[src/rtl/feature_vector_assembler.sv]
// Serial-to-parallel assembler for the logistic-regression feature vector.
// Slot 0 carries the bias constant; slots 1..N_FEAT fill from the sample stream.

module fva_slot #(
    parameter int W = 32
) (
    input  logic         clk,
    input  logic         rst_n,
    input  logic         we,
    input  logic [W-1:0] d,
    output logic [W-1:0] q
);
    always_ff @(posedge clk or negedge rst_n) begin
        if (!rst_n)  q <= '0;
        else if (we) q <= d;
    end
endmodule

module feature_vector_assembler #(
    parameter int          N_FEAT   = 40,
    parameter int          W        = 32,
    parameter logic [W-1:0] BIAS_VAL = 32'd1
) (
    input  logic         clk,
    input  logic         rst_n,
    input  logic         clear,
    input  logic         in_valid,
    input  logic [W-1:0] in_data,
    input  logic         in_last,
    output logic         in_ready,
    output logic [W-1:0] xarray [0:N_FEAT],
    output logic         out_valid,
    input  logic         out_ready,
    output logic         frame_err,
    output logic [15:0]  vec_count
);
    localparam int IW = (N_FEAT > 1) ? $clog2(N_FEAT) : 1;

    localparam logic [0:0] S_FILL = 1'b0;
    localparam logic [0:0] S_FULL = 1'b1;

    logic [0:0]    state;
    logic [IW-1:0] idx;
    logic          ferr_q;
    logic [15:0]   vec_cnt_q;

    logic accept, deliver, at_end;

    // in_ready looks through to out_ready so a full vector can hand off
    // and the first sample of the next one land on the same edge
    assign in_ready  = !clear && (state == S_FILL || out_ready);
    assign accept    = in_valid && in_ready;
    assign deliver   = !clear && (state == S_FULL) && out_ready;
    assign at_end    = (idx == IW'(N_FEAT - 1));

    assign out_valid = (state == S_FULL);
    assign frame_err = ferr_q;
    assign vec_count = vec_cnt_q;

    always_ff @(posedge clk or negedge rst_n) begin
        if (!rst_n) begin
            state     <= S_FILL;
            idx       <= '0;
            ferr_q    <= 1'b0;
            vec_cnt_q <= '0;
        end else if (clear) begin
            state  <= S_FILL;
            idx    <= '0;
            ferr_q <= 1'b0;
        end else begin
            ferr_q <= 1'b0;
            if (deliver) begin
                vec_cnt_q <= vec_cnt_q + 16'd1;
                state     <= S_FILL;
            end
            if (accept) begin
                if (in_last && at_end) begin
                    idx   <= '0;
                    state <= S_FULL;
                end else if (in_last || at_end) begin
                    // framing error: drop the partial vector and restart
                    idx    <= '0;
                    ferr_q <= 1'b1;
                end else begin
                    idx <= idx + 1'b1;
                end
            end
        end
    end

    assign xarray[0] = BIAS_VAL;

    for (genvar k = 1; k <= N_FEAT; k++) begin : g_slot
        fva_slot #(.W(W)) u_slot (
            .clk  (clk),
            .rst_n(rst_n),
            .we   (accept && (idx == IW'(k - 1))),
            .d    (in_data),
            .q    (xarray[k])
        );
    end
endmodule

[config.mk]
export PLATFORM = sky130hd
export DESIGN_NAME = feature_vector_assembler
export DESIGN_NICKNAME = d
export VERILOG_FILES = /design/src/rtl/feature_vector_assembler.sv
export SDC_FILE = /design/constraint.sdc
export NUM_CORES = 1
export LEC_CHECK = 0
export CAP_MARGIN = 5
export CORE_AREA = 4 4 529 531
export DETAILED_ROUTE_END_ITERATION = 10
export DIE_AREA = 0 0 533 535
export PLACE_DENSITY = 0.47
export SKIP_LAST_GASP = 1
export SLEW_MARGIN = 20
export SYNTH_ARGS = -nofsm -noshare
export SYNTH_HDL_FRONTEND = slang
export SYNTH_SLANG_ARGS = --single-unit
[constraint.sdc]
create_clock -name clk -period 3.45 [get_ports clk]
set_input_delay 0.69 -clock clk [delete_from_list [all_inputs] [get_ports clk]]
set_output_delay 0.69 -clock clk [all_outputs]
set_load 0.01 [all_outputs]
==> metrics.md <==
| Metric | Value |
|---|---|
| Result of the run | finished, final reports clean |
| Startpoint class of the critical path | flip-flop |
| Worst-skew pair later-pin latency | 0.82 ns |
| Pin count of the biggest net entering global routing | a little over 100 |
| Fmax achieved | 311 MHz |
| Tot GR Track Use | 0.154 |
| Standby leakage power | 0.0350 µW |
| Clock transition at path regs | 0.06 ns |
| Antenna violations before repair | 33 |
| Worst flop-to-flop path endpoint | g_slot[28].u_slot.q[7]$_DFFE_PN0P_ |
| Number of buffers inserted by port buffering | around 1.3k |
| Count of yosys warnings during synthesis | 0 |
| Cells on worst reg2reg path | 7 |
| Final #Nets | 4470 |
| Yosys top cell area share | 0.663 |
| Number of distinct library cells after synthesis | 30 |
| Endpoint kind of the worst setup timing path | output port |
| Proportion of synthesized chip area in sequential cells | 0.663 |
| Arrival time of the worst setup path | between 2 and 3 ns |
| Power per standard cell area | 475 nW/µm² |
| Wire length of the first global-routing pass | about 310 mm |
| Share of synthesized flip-flops with an asynchronous set or reset | 1.00 |
| Final weighted congestion of routability-driven global placement | between 0.7 and 0.8 |
| Number of synthesized flops with an enable pin | 0 |
| Endpoint of the worst hold path | g_slot[31].u_slot.q[10]$_DFFE_PN0P_ |
| Vias post-DR | 32.0k |
| DRC violation total after the first TritonRoute iteration | 1376 |
| Num CTS Buffers | 161 |
| Setup skew after layout | 0.0528 ns |
| Congestion Overflow GR | 0 |
| Post-route clock period utilization | 0.933 |
| Share of layout cells above drive strength 1 | 0.390 |
| Total Die Area | 285000 µm² |
| Remaining design rule violation count | 0 |
| Synth top area cells | sky130_fd_sc_hd__dfrtp_1 (66%), sky130_fd_sc_hd__mux2_2 (29%), sky130_fd_sc_hd__buf_2 (1.0%) |
| Critical path, cell by cell | nor2b_4, buf_12, buf_4, nor2_1, buf_4, clkdlybuf4s50_1 |
| Chip Height | 535 µm |
| RSZ-0062 raised after global routing | false |
| Clock Tree Root | sky130_fd_sc_hd__clkbuf_16 |
| Post-synthesis area per instance | 16.3 µm² |
| Placed wire-length estimate | about 160 mm |
| Total wire length after detailed routing | approximately 230 mm |
| Cell area after technology mapping | 49200 µm² |
| Final Hold Viols | 0 |
| Sum of negative setup slack | 0 ns |
| H-tree levels | 4 |
| Max IR drop VDD | 0.340 mV |
| Most used flip-flop cell after synthesis | sky130_fd_sc_hd__dfrtp_1 |
| Top cell by count, worst path | sky130_fd_sc_hd__buf_4 |
| Number of clock sinks | 1304 |
| Final design utilization | 0.268 |
| Count of state elements after synthesis | roughly 1.3k |
| Headroom to the max-slew limit | 0.254 |
| Width of the die | 533 µm |
| Worst EP required | between 2 and 3 ns |
| Starting utilization of the core area | 0.179 |
| Max-slew violation count | 0 |
| Largest buffer count on any clock path | 4 |
| Final Critical Period | around 3.2 ns |
| Count of buffer and inverter cells on the critical path | 4 |
| Vias in the first global route | roughly 34k |
| Critical path's top delay family | buffers and inverters |
| Row Count | 193 |
| Max stage delay cell, worst path | sky130_fd_sc_hd__clkdlybuf4s50_1 |
| Area added between synthesis and finish | 49.9% |
| Routed wirelength normalized by instance count | roughly 27 µm |
| Slew at the pin with the worst max-slew slack | approximately 1.1 ns |
| TritonCTS clock tree | yes |
| Crit-path max cell delay | approximately 0.53 ns |
| Hold Crit Depth | 2 |
| Final Setup Violations | 0 |
| Number of antenna-violating nets in the routed design | 0 |
| Placeable core region | ~280000 µm² |
| Worst-path maximum fanout | 6 |
| Top-level I/O count | 1369 |
| Number of max-cap violations | 0 |
| Critical register-to-register path startpoint | out_valid$_DFF_PN0_ |
| Vias per std cell | 3.86 |
| Post-Synthesis Cells | approximately 3.0k |
| Cell type contributing the most total cell area after synthesis | sky130_fd_sc_hd__dfrtp_1 |
| Number of iterations in the first detailed-routing pass | 5 |
| Crit path kind | flip-flop to output port |
| Min-delay src | in_data[10] |
| HP Class | input port to flip-flop |
| Reg2reg setup slack | 0.56 ns |
## per-layer routing
layer  part of all wire  wire [µm]  vias up  global-route usage
met3              0.089      20100      261              0.0555
met5                  0          0        -                   0
met2               0.49     110000     1252               0.260
met4              0.026       5910        0              0.0420
li1                   -          -    13300                   -
met1               0.40      90000    17200               0.183
## area by class of cell
class	count	area, µm²
multi-input combinational	1449	15600
timing repair buffer	1505	15400
inverter	4	15.0
tap	3705	4640
sequential	1304	32600
clock inverter	50	762
clock buffer	237	4660
antenna	25	62.6
fill	28300	202000
## cell usage after synthesis, types with 5 or more instances
master	number
sky130_fd_sc_hd__dfrtp_1	1304
sky130_fd_sc_hd__mux2_2	1281
sky130_fd_sc_hd__clkbuf_1	135
sky130_fd_sc_hd__buf_2	103
sky130_fd_sc_hd__nand2_1	53
sky130_fd_sc_hd__buf_4	32
sky130_fd_sc_hd__buf_1	17
sky130_fd_sc_hd__xnor2_1	14
sky130_fd_sc_hd__nand3_1	9
sky130_fd_sc_hd__nor2_1	9
sky130_fd_sc_hd__ha_1	7
sky130_fd_sc_hd__o21ai_0	6
sky130_fd_sc_hd__nand2b_1	5
sky130_fd_sc_hd__nor3_1	5
## worst max path at each step
stage,startpoint,end,slack (ns),cells after the start
final,out_valid$_DFF_PN0_,in_ready,0.23,6
after global routing,out_valid$_DFF_PN0_,in_ready,0.08,6
after CTS,out_valid$_DFF_PN0_,in_ready,0.08,6
after detailed placement,out_ready,g_slot[28].u_slot.q[7]$_DFFE_PN0P_,-0.45,8
after global placement,out_ready,g_slot[28].u_slot.q[4]$_DFFE_PN0P_,-0.43,8
after floorplan,clear,g_slot[18].u_slot.q[21]$_DFFE_PN0P_,1.19,6
## logic make-up (layout without fill, tap and decap cells)
| family | Yosys count | count (layout) | synth area share |
|---|---|---|---|
| flops | 1304 | 1304 | 0.663 |
| mux | 1281 | 1281 | 0.293 |
| buf+inv | 291 | 1796 | 0.0273 |
| simple gates | 101 | 101 | 0.0101 |
| xor+xnor | 18 | 18 | 0.00320 |
| compound gates | 10 | 10 | 0.00114 |
| fa+ha+maj | 7 | 7 | 0.00178 |
| other cells | 2 | 57 | 0.000153 |
## registers in the layout, indices dropped and copies added, names as in the netlist
register / flops
idx: 6
frame_err: 1
out_valid: 1
g_slot.u_slot.q: 1280
vec_count: 16
## power by group
part | total, µW | internal, µW | switching [µW]
clock | 17400 | 10400 | 7000
combinational | 1950 | 719 | 1230
sequential | 15700 | 15500 | 124
## timing repair
item / 4_1_cts / 5_1_grt
hold buffers: 1 / 0
endpoints found under the hold margin: 53 / 0
buffers inserted: 0 / 0
setup endpoints to repair: 1 / 0
gates resized for setup: 2 / 0
## stage by stage
stage / area [µm²] / setup slack (ns) / hold slack, ns / power [µW] / instances
floorplan: 49300 / 1.19 / 0.394 / 16500 / 3044
global placement: 68200 / -0.430 / 0.475 / 18000 / 7965
detailed placement: 68300 / -0.450 / 0.487 / 18000 / 7966
CTS: 73700 / 0.0829 / 0.238 / 35700 / 8254
global route: 73700 / 0.0780 / 0.274 / 36400 / 8257
finish: 73800 / 0.230 / 0.319 / 35000 / 8279
## cell usage in the layout (no fill, tap or decap), types with 13 or more instances in the layout
master / synthesis / final
sky130_fd_sc_hd__bufinv_16: 0 / 13
sky130_fd_sc_hd__dfrtp_1: 1304 / 1304
sky130_fd_sc_hd__nand2_2: 0 / 16
sky130_fd_sc_hd__xnor2_1: 14 / 14
sky130_fd_sc_hd__buf_4: 32 / 101
sky130_fd_sc_hd__clkbuf_1: 135 / 43
sky130_fd_sc_hd__clkbuf_8: 0 / 32
sky130_fd_sc_hd__diode_2: 0 / 25
sky130_fd_sc_hd__nand2_1: 53 / 13
sky130_fd_sc_hd__mux2_2: 1281 / 1281
sky130_fd_sc_hd__clkbuf_16: 0 / 162
sky130_fd_sc_hd__buf_12: 0 / 72
sky130_fd_sc_hd__clkdlybuf4s50_1: 0 / 1303
sky130_fd_sc_hd__conb_1: 2 / 32
sky130_fd_sc_hd__buf_2: 103 / 27
sky130_fd_sc_hd__nand2_4: 0 / 24
sky130_fd_sc_hd__clkinv_2: 0 / 16
(Power assumes the default switching activity.)
